### src/rtl/mbldcm_commutation_sequencer_pkg.sv
// Shared constants and helpers for the mBldcm commutation sequencer:
// fault bit indices, mode encodings, the hall-to-phase map and mod-6 phase arithmetic.
package mbldcm_commutation_sequencer_pkg;

  localparam int kPhaseCount = 6;

  localparam int kFaultInvalid = 0;
  localparam int kFaultSkip    = 1;
  localparam int kFaultStall   = 2;

  typedef enum logic {
    kModeOpenLoop = 1'b0,
    kModeHall     = 1'b1
  } tMode;

  // Hall code {W,V,U} that corresponds to each electrical phase.
  localparam logic [2:0] kHallPhase0 = 3'd1;
  localparam logic [2:0] kHallPhase1 = 3'd3;
  localparam logic [2:0] kHallPhase2 = 3'd2;
  localparam logic [2:0] kHallPhase3 = 3'd6;
  localparam logic [2:0] kHallPhase4 = 3'd4;
  localparam logic [2:0] kHallPhase5 = 3'd5;

  typedef struct packed {
    logic       valid;
    logic [2:0] phase;
  } tHallDecode;

  function automatic tHallDecode hallToPhase(input logic [2:0] code);
    tHallDecode d;
    d.valid = 1'b1;
    d.phase = 3'd0;
    case (code)
      kHallPhase0: d.phase = 3'd0;
      kHallPhase1: d.phase = 3'd1;
      kHallPhase2: d.phase = 3'd2;
      kHallPhase3: d.phase = 3'd3;
      kHallPhase4: d.phase = 3'd4;
      kHallPhase5: d.phase = 3'd5;
      default:     d.valid = 1'b0;
    endcase
    return d;
  endfunction

  function automatic logic [2:0] phaseInc(input logic [2:0] a);
    return (a == 3'(kPhaseCount - 1)) ? 3'd0 : a + 3'd1;
  endfunction

  function automatic logic [2:0] phaseDec(input logic [2:0] a);
    return (a == 3'd0) ? 3'(kPhaseCount - 1) : a - 3'd1;
  endfunction

  // Both operands must already be in 0..5.
  function automatic logic [2:0] phaseAdd(input logic [2:0] a, input logic [2:0] b);
    logic [3:0] s;
    s = {1'b0, a} + {1'b0, b};
    if (s >= 4'(kPhaseCount)) s = s - 4'(kPhaseCount);
    return s[2:0];
  endfunction

endpackage

### src/rtl/mbldcm_hall_filter.sv
// Two-flop synchroniser plus depth filter for the raw hall inputs. oAccept is a
// one-cycle strobe raised in the cycle before the accepted-code register loads oCode.
module mbldcm_hall_filter #(
  parameter int pHallFilterDepth = 4
) (
  input  logic       iClock,
  input  logic       iReset,
  input  logic       iClear,
  input  logic [2:0] iHall,
  output logic [2:0] oCode,
  output logic       oAccept
);

  localparam logic [3:0] kDepth = 4'(pHallFilterDepth);

  logic [2:0] sync1, sync2;
  logic [2:0] candidate, candidateNext;
  logic [2:0] accepted;
  logic [3:0] count, countNext;

  // NOTE: every output of this block gets a default first, so no path leaves a value unassigned and no latch is inferred.
  always_comb begin
    candidateNext = candidate;
    countNext     = count;
    if (sync2 != candidate) begin
      candidateNext = sync2;
      countNext     = 4'd1;
    end else if (count != kDepth) begin
      countNext = count + 4'd1;
    end
    oCode   = candidateNext;
    oAccept = !iClear && (countNext == kDepth) && (candidateNext != accepted);
  end

  // NOTE: state registers use non-blocking assignments so every flop samples pre-edge values.
  always_ff @(posedge iClock or posedge iReset) begin
    if (iReset) begin
      sync1     <= '0;
      sync2     <= '0;
      candidate <= '0;
      count     <= '0;
      accepted  <= '0;
    end else begin
      sync1     <= iHall;
      sync2     <= sync1;
      candidate <= candidateNext;
      // Clearing the accepted code lets the current hall code be re-accepted after a mode switch.
      if (iClear) begin
        count    <= '0;
        accepted <= '0;
      end else begin
        count <= countNext;
        if (oAccept) accepted <= candidateNext;
      end
    end
  end

endmodule

### src/rtl/mbldcm_commutation_sequencer.sv
// mBldcm phase source: open-loop divider stepping or closed-loop hall commutation,
// with position/period measurement and sticky stall/skip/invalid faults.
module mbldcm_commutation_sequencer
  import mbldcm_commutation_sequencer_pkg::*;
#(
  parameter int pDivWidth        = 32,
  parameter int pHallFilterDepth = 4,
  parameter int pPeriodWidth     = 24,
  parameter int pPosWidth        = 16
) (
  input  logic                        iClock,
  input  logic                        iReset,
  input  logic                        iEnable,
  input  logic                        iMode,
  input  logic                        iDir,
  input  logic                        iStop,
  input  logic [pDivWidth-1:0]        iDiv,
  input  logic [2:0]                  iHall,
  input  logic [2:0]                  iHallOffset,
  input  logic [pPeriodWidth-1:0]     iStallLimit,
  input  logic                        iFaultClear,
  output logic [2:0]                  oPhase,
  output logic                        oDriveEnable,
  output logic signed [pPosWidth-1:0] oPosition,
  output logic [pPeriodWidth-1:0]     oPeriod,
  output logic [2:0]                  oFault
);

  tMode                    mode;
  logic                    modeQ;
  logic                    modeChange;
  logic                    hallActive;
  logic [2:0]              filtCode;
  logic                    filtAccept;
  tHallDecode              decoded;
  logic                    hallEvent;
  logic                    validChange;
  logic                    stepFwd;
  logic                    stepBack;
  logic [2:0]              hallPhase;
  logic                    hallLoaded;
  logic [2:0]              effOffset;
  logic [2:0]              hallOut;
  logic [2:0]              phaseQ;
  logic [2:0]              phaseNext;
  logic [pDivWidth-1:0]    divCount;
  logic [pDivWidth-1:0]    divNext;
  logic [pPeriodWidth-1:0] periodCount;
  logic [pPeriodWidth-1:0] periodInc;
  logic                    stallEvent;
  logic [2:0]              faultNext;

  assign mode       = tMode'(iMode);
  assign modeChange = (iMode != modeQ);
  assign hallActive = (mode == kModeHall);

  mbldcm_hall_filter #(
    .pHallFilterDepth(pHallFilterDepth)
  ) uHallFilter (
    .iClock (iClock),
    .iReset (iReset),
    .iClear (modeChange),
    .iHall  (iHall),
    .oCode  (filtCode),
    .oAccept(filtAccept)
  );

  assign decoded     = hallToPhase(filtCode);
  assign hallEvent   = filtAccept && hallActive;
  assign validChange = hallEvent && decoded.valid;
  assign stepFwd     = (decoded.phase == phaseInc(hallPhase));
  assign stepBack    = (decoded.phase == phaseDec(hallPhase));

  assign effOffset = (iHallOffset >= 3'(kPhaseCount)) ? 3'd0 : iHallOffset;
  assign hallOut   = phaseAdd(hallPhase, effOffset);
  // Until the first hall code is accepted the last phase keeps driving the bridges.
  assign oPhase    = (hallActive && hallLoaded) ? hallOut : phaseQ;

  // periodInc is the number of cycles elapsed since the last accepted change.
  assign periodInc  = (&periodCount) ? periodCount : periodCount + pPeriodWidth'(1);
  assign stallEvent = hallActive && !modeChange && (iStallLimit != '0) &&
                      (periodInc == iStallLimit) && (periodCount != iStallLimit);

  always_comb begin
    divNext   = divCount;
    phaseNext = phaseQ;
    if (modeChange) divNext = '0;
    if (hallActive) begin
      phaseNext = oPhase;
    end else if (!modeChange && !iStop && (iDiv != '0)) begin
      if (divCount >= iDiv) begin
        divNext = '0;
      end else if (divCount == iDiv - pDivWidth'(1)) begin
        divNext   = '0;
        phaseNext = iDir ? phaseDec(phaseQ) : phaseInc(phaseQ);
      end else begin
        divNext = divCount + pDivWidth'(1);
      end
    end
  end

  always_comb begin
    faultNext = iFaultClear ? 3'b000 : oFault;
    faultNext[kFaultInvalid] = faultNext[kFaultInvalid] | (hallEvent && !decoded.valid);
    faultNext[kFaultSkip]    = faultNext[kFaultSkip] |
                               (validChange && hallLoaded && !stepFwd && !stepBack);
    faultNext[kFaultStall]   = faultNext[kFaultStall] | stallEvent;
  end

  always_ff @(posedge iClock or posedge iReset) begin
    if (iReset) begin
      modeQ        <= 1'b0;
      divCount     <= '0;
      phaseQ       <= '0;
      hallPhase    <= '0;
      hallLoaded   <= 1'b0;
      oPosition    <= '0;
      periodCount  <= '0;
      oPeriod      <= '0;
      oFault       <= '0;
      oDriveEnable <= 1'b0;
    end else begin
      modeQ        <= iMode;
      divCount     <= divNext;
      phaseQ       <= phaseNext;
      oFault       <= faultNext;
      oDriveEnable <= iEnable && !(|oFault);

      if (!hallActive)      hallLoaded <= 1'b0;
      else if (validChange) hallLoaded <= 1'b1;

      if (validChange) begin
        hallPhase <= decoded.phase;
        if (hallLoaded) begin
          oPeriod <= periodInc;
          if (stepFwd)       oPosition <= oPosition + pPosWidth'(1);
          else if (stepBack) oPosition <= oPosition - pPosWidth'(1);
        end
      end

      if (modeChange || validChange) periodCount <= '0;
      else                           periodCount <= periodInc;
    end
  end

endmodule

### config.mk
export PLATFORM = sky130hd
export DESIGN_NAME = mbldcm_commutation_sequencer
export DESIGN_NICKNAME = d
export VERILOG_FILES = /design/src/rtl/mbldcm_commutation_sequencer_pkg.sv /design/src/rtl/mbldcm_hall_filter.sv /design/src/rtl/mbldcm_commutation_sequencer.sv
export SDC_FILE = /design/constraint.sdc
export NUM_CORES = 1
export LEC_CHECK = 0
export ABC_AREA = 1
export CORE_MARGIN = 3
export CORE_UTILIZATION = 60
export CTS_CLUSTER_DIAMETER = 60
export DETAILED_ROUTE_END_ITERATION = 12
export MAX_ROUTING_LAYER = met4
export PLACE_DENSITY_LB_ADDON = 0.2
export SLEW_MARGIN = 20
export SYNTH_ARGS = -nofsm -noshare
export SYNTH_HDL_FRONTEND = slang
export SYNTH_SLANG_ARGS = --single-unit
export TNS_END_PERCENT = 20
### constraint.sdc
create_clock -name iClock -period 8.5 [get_ports iClock]
set_clock_uncertainty 0.15 [all_clocks]
set_input_delay 1.7 -clock iClock [delete_from_list [all_inputs] [get_ports iClock]]
set_output_delay 1.7 -clock iClock [all_outputs]
set_load 0.005 [all_outputs]
# Word-level counts from Yosys, hierarchy flattened
# Index checks and enable logic that the tools add are counted.
[word_totals]
reg_bits = 124
latchBits = 0
ramBits = 0
rom_bits = 0
inputBits = 69
out_inout_bits = 47
wordCells = 122
n_memories = 0
[op_classes]
n_addsub = 12
multipliers = 0
div_mod_pow = 0
magnitude_cmp = 3
n_eq_ne = 20
shift = 0
n_mux = 32
bitwise_logic = 3
reduce_logical = 37
[ops]
columns = ["op", "n"]
rows = [
  ["$mux 32", 5],
  ["$mux 24", 2],
  ["$mux 3", 16],
  ["$add 32x1->32 const B", 1],
  ["$eq 32x32->1", 1],
  ["$ge 32x32->1", 1],
  ["$mux 16", 2],
  ["$reduce_bool 32->1", 1],
  ["$sub 32x1->32 const B", 1],
  ["$add 24x1->24 const B", 1],
  ["$eq 24x24->1", 1],
  ["$ne 24x24->1", 1],
  ["$reduce_and 24->1", 1],
  ["$reduce_bool 24->1", 1],
  ["$add 16x2->16 const B", 1],
  ["$logic_and 1x1->1", 16],
  ["$sub 16x2->16 const B", 1],
  ["$eq 3x3->1 const B", 5],
  ["$pmux 3 s5", 1],
  ["$mux 4", 3],
  ["$reduce_bool 2->1", 4],
  ["$add 3x1->3 const B", 2],
  ["$eq 3x2->1 const B", 2],
  ["$eq 3x3->1", 2],
  ["other kinds (22)", 35],
]

# Depth between registers and ports, before layout
[depth]
ltp_word = 12
mapped_depth = 20
mapped_depth_nobuf = 20

# By module
# From an unflattened synthesis, not the netlist that was laid out.
[unflattened]
hier_cells = 1605
area_unflattened_um2 = 10835.4
[modules_own_cells]
columns = ["mod", "instances", "cells_each", "area_per_inst_um2", "seq_area_each_um2"]
rows = [
  ["mbldcm_commutation_sequencer", 1, 1509, 10030.9, 2702.6],
  ["mbldcm_hall_filter", 1, 96, 804.5, 400.4],
]

# Least setup slack after synthesis
# Ideal clock, no wire load.
[synth_timing]
path_kind = "in2out"
startpoint = "input port iHallOffset[0]"
endpoint = "output port oPhase[2]"
t_arrival_ps = 3020
required_ps = 6650
slack_ps = 3630
path_stages = 10
n_path_buf = 0
cell_sequence = "a21boi_0 > ha_1 > fa_1 > xor2_1 > a21oi_1 > nor2_1 > nand2_1 > o211ai_1 > o21ai_0 > inv_1"
[synth_between]
elab_chain_cells = 6
[synth_lines]
columns = ["element", "line", "text"]
rows = [
  ["start, declared", "mbldcm_commutation_sequencer.sv:19", "input logic [2:0] iHallOffset,"],
  ["$ge 3x3->1", "mbldcm_commutation_sequencer.sv:74", "assign effOffset = (iHallOffset >= 3'(kPhaseCount)) ? 3'd0 : iHallOffset;"],
  ["$mux 3 *", "mbldcm_commutation_sequencer.sv:74", ""],
  ["$add 3x3->4 *", "mbldcm_commutation_sequencer_pkg.sv:56", "s = {1'b0, a} + {1'b0, b};"],
  ["$ge 4x3->1 or $sub 3x3->3 (tied branches)", "mbldcm_commutation_sequencer_pkg.sv:57", "if (s >= 4'(kPhaseCount)) s = s - 4'(kPhaseCount);"],
  ["$mux 3 *", "mbldcm_commutation_sequencer_pkg.sv:57", ""],
  ["$mux 3 *", "mbldcm_commutation_sequencer.sv:77", "assign oPhase = (hallActive && hallLoaded) ? hallOut : phaseQ;"],
  ["end, declared", "mbldcm_commutation_sequencer.sv:22", "output logic [2:0] oPhase,"],
]
# Every way passes the cells marked *; elsewhere a longest branch is shown, timed or not.

# Final worst setup path
[layout_timing]
startpoint = "input port iHallOffset[1]"
endpoint = "output port oPhase[2]"
# Same word-level chain as after synthesis.

==> results.tsv <==
stage	metric	value	unit
routing	vias_per_cell	5.484	
yosys	synth_fa_ha_area_frac	0.07168	
min_path	whs_path_depth	0	
finish	syn_to_final_growth	17.05	%
timing	timing.final.crit_share	0.6966	
finish	fin_area	0.01250	mm2
floorplan	die_area	0.01944	mm2
clock_network	tritoncts	yes	
place	placed_area	0.01190	mm2
yosys	synth_edf_count	0	
clock_network	clk_path_buf_depth	2	
yosys	synth_area	0.01068	mm2
setup_path	cp_max_fo	3	
yosys	seq_area_frac_synth	0.2905	
routing	vias	10120	
clock_network	ctsHoldBuffers	0	
grt	antenna_found_initial	0	
timing	fmax	0.1689	GHz
setup_path	crit_path_start_kind	primary input	
timing	report.final.slew_viol_count	0	
grt	grt_pass1_wl	45.51	mm
yosys	synth_top_family_by_area	simple AND/OR/NAND/NOR gates	
yosys	synth-simple-area-share	0.3530	
timing	fin_crit	5.921	ns
yosys	synthMuxAreaShare	0	
timing	setup-violations-final	0	
timing	grt_setup_unrepaired	no	
clock_network	cts_resized	0	
timing	setup_tns	0	ns
min_path	min_to	uHallFilter.sync2[2]	
routing	wl	27.05	mm
timing	hold_violations	0	
setup_path	worstSetupPathType	in -> out	
routing	drcViolationCount	0	
yosys	yosysWarnings	0	
finish	filler_cell_count	1467	
setup_path	cp.arrival	4.07	ns
place	portBuffers	115	
grt	overflow	0	
floorplan	core	0.01736	mm2
floorplan	rows	48	
min_path	hold_start	uHallFilter.sync1[2]	
finish	multi_input_area	0.006625	mm2
floorplan	initial_core_util	0.6155	
yosys	synth-seq-cells	124	
finish	final_cell_mix	nand2_1, nor2_1, inv_1, dfrtp_1, clkdlybuf4s50_1	
finish	post-route-util	0.7204	
clock_network	clkTransAtPathRegs	0.06	ns
setup_path	critPathCaptureType	primary output	
yosys	synth_compound_area_frac	0.08327	
clock_network	root_buffer	clkbuf_16	
finish	nets	1737	
yosys	ys.flop_type	dfrtp_1	
pwr	power.density	128.9	mW/mm2
clock_network	post-cts-setup-buffer-count	0	
yosys	synth_cell_types	55	
yosys	synth_area_per_cell	7.075	um2
setup_path	cp_data_required_time	6.65	ns
routing	wl_per_cell	14.65	um
floorplan	die_w	139.4	um
routing	ant_nets	0	
clock_network	clock_sinks	124	
timing	tightestPinTransition	0.8623	ns
yosys	synthXorXnorAreaFrac	0.1122	
finish	final_common_cell	nand2_1	
setup_path	reg2reg_slack	4.59	ns
routing	drt-pass1-iter-count	5	
setup_path	r2r-end	oPosition[13]	
pwr	p_leak	6.026	nW
finish	drive_gt1_frac	0.07341	
grt	grt_pass1_vias	9662	
yosys	synth_cells	1510	
setup_path	ff2ff_path_depth	16	
setup_path	r2r_start	uHallFilter.sync2[1]	
status	status	finished, final reports clean	
finish	seq_area	0.003103	mm2
pwr	ir_drop	0.1374	mV
floorplan	die_y	139.4	um
yosys	async_flop_share	1.000	
grt	grt_max_degree	66	
floorplan	io_pins	116	
place	gp_congestion	0.9602	
grt	grt_use_total	0.2886	
place	hpwlAfterDp	20.53	mm
clock_network	clk-insertion-delay-late	0.42	ns
clock_network	htreeDepth	4	
yosys	syn_nets	1639	
min_path	hold_path.class	reg -> reg	
finish	diodes	0	
timing	relSlewSlack	0.4216	
routing	drtIter0Drc	875	
job	maxCapViolCount	0	
clock_network	cts_buffers	17	
## cell type report
class / count / share of cell area
tap: 225 / 0.02251
timing repair buffer: 118 / 0.09386
inverter: 189 / 0.05693
multi-input combinational: 1158 / 0.5298
sequential: 124 / 0.2481
clock inverter: 12 / 0.01301
clock buffer: 20 / 0.03572
## cells by family (layout without fill, tap and decap cells)
logic type,Yosys count,after routing
DFF,124,124
and+or+nand+nor,802,802
adders and majority gates,60,60
AOI/OAI and AO/OA,160,160
xor gates and xnor gates,136,136
buffers and inverters,228,339
## metal layers
metal,share of wire,global-route usage,vias to the layer above
met1,0.47,0.4035,4673
li1,-,-,5078
met3,0.063,0.04674,40
met5,0,-,-
met2,0.46,0.4394,333
met4,0.015,0.07621,0
## per-stage QoR
stage               hold WS (ns)  total power, mW  instances  setup WS [ns]
floorplan                 0.1812           0.7829       1510          3.351
global placement          0.1812           0.8624       1814          2.604
detailed placement        0.1847           0.8691       1814          2.572
CTS                       0.1981            1.620       1846          2.566
global route              0.2188            1.682       1846          2.375
finish                    0.1970            1.612       1846          2.579
## sequential cells by signal (all words and copies together) (netlist names)
| name | cells |
|---|---|
| uHallFilter.count | 4 |
| oPeriod | 24 |
| oDriveEnable | 1 |
| uHallFilter.sync1 | 3 |
| hallLoaded | 1 |
| divCount | 32 |
| hallPhase | 3 |
| oFault | 3 |
| uHallFilter.sync2 | 3 |
| uHallFilter.accepted | 3 |
| periodCount | 24 |
| uHallFilter.candidate | 3 |
| phaseQ | 3 |
| modeQ | 1 |
| oPosition | 16 |
## synthesized netlist by cell type (all sizes together) (2+ instances only)
master    n  area share
and2      2      0.0012
inv     187       0.066
a21o      2      0.0014
buf      23       0.017
or2      11      0.0064
o21ai    82       0.039
dfrtp   124        0.29
o211ai    4      0.0028
o21a      2      0.0014
a31oi     4      0.0023
nand3   130       0.073
nand4    43       0.028
nor3     20       0.012
ha       58       0.068
a21oi    44       0.021
xnor2    50       0.042
clkinv    2     0.00070
o21bai    6      0.0042
nor2    204       0.083
nor4      9      0.0067
o22ai     3      0.0018
nand2   368        0.13
nor3b     3      0.0026
a21boi    3      0.0021
nand3b   10      0.0070
fa        2      0.0037
clkbuf   16      0.0057
o31ai     7      0.0049
xor2     86       0.071
## worst max path at each step
stage              startpoint           to  slack, ns
6_report       iHallOffset[1]    oPhase[2]       2.58
5_1_grt        iHallOffset[1]    oPhase[2]       2.37
4_1_cts        iHallOffset[1]    oPhase[2]       2.57
3_5_place_dp   iHallOffset[1]    oPhase[2]       2.57
3_3_place_gp   iHallOffset[2]    oPhase[2]       2.60
2_1_floorplan          iReset  divCount[0]       3.35
## worst max-delay path, cell delays in order
cell             delay, ns
clkdlybuf4s50_1       0.49
a21boi_0              0.10
ha_1                  0.22
fa_1                  0.38
xor2_1                0.17
a21oi_1               0.08
nor2_1                0.11
nand2_1               0.06
o211ai_1              0.07
o21ai_0               0.12
inv_1                 0.07
clkdlybuf4s50_1       0.49
## power breakdown
group,internal [mW],switching (mW)
clock network,0.472,0.279
registers,0.600,0.0126
logic,0.100,0.149
total,1.17,0.441
Power figures use the tool's default switching activity.
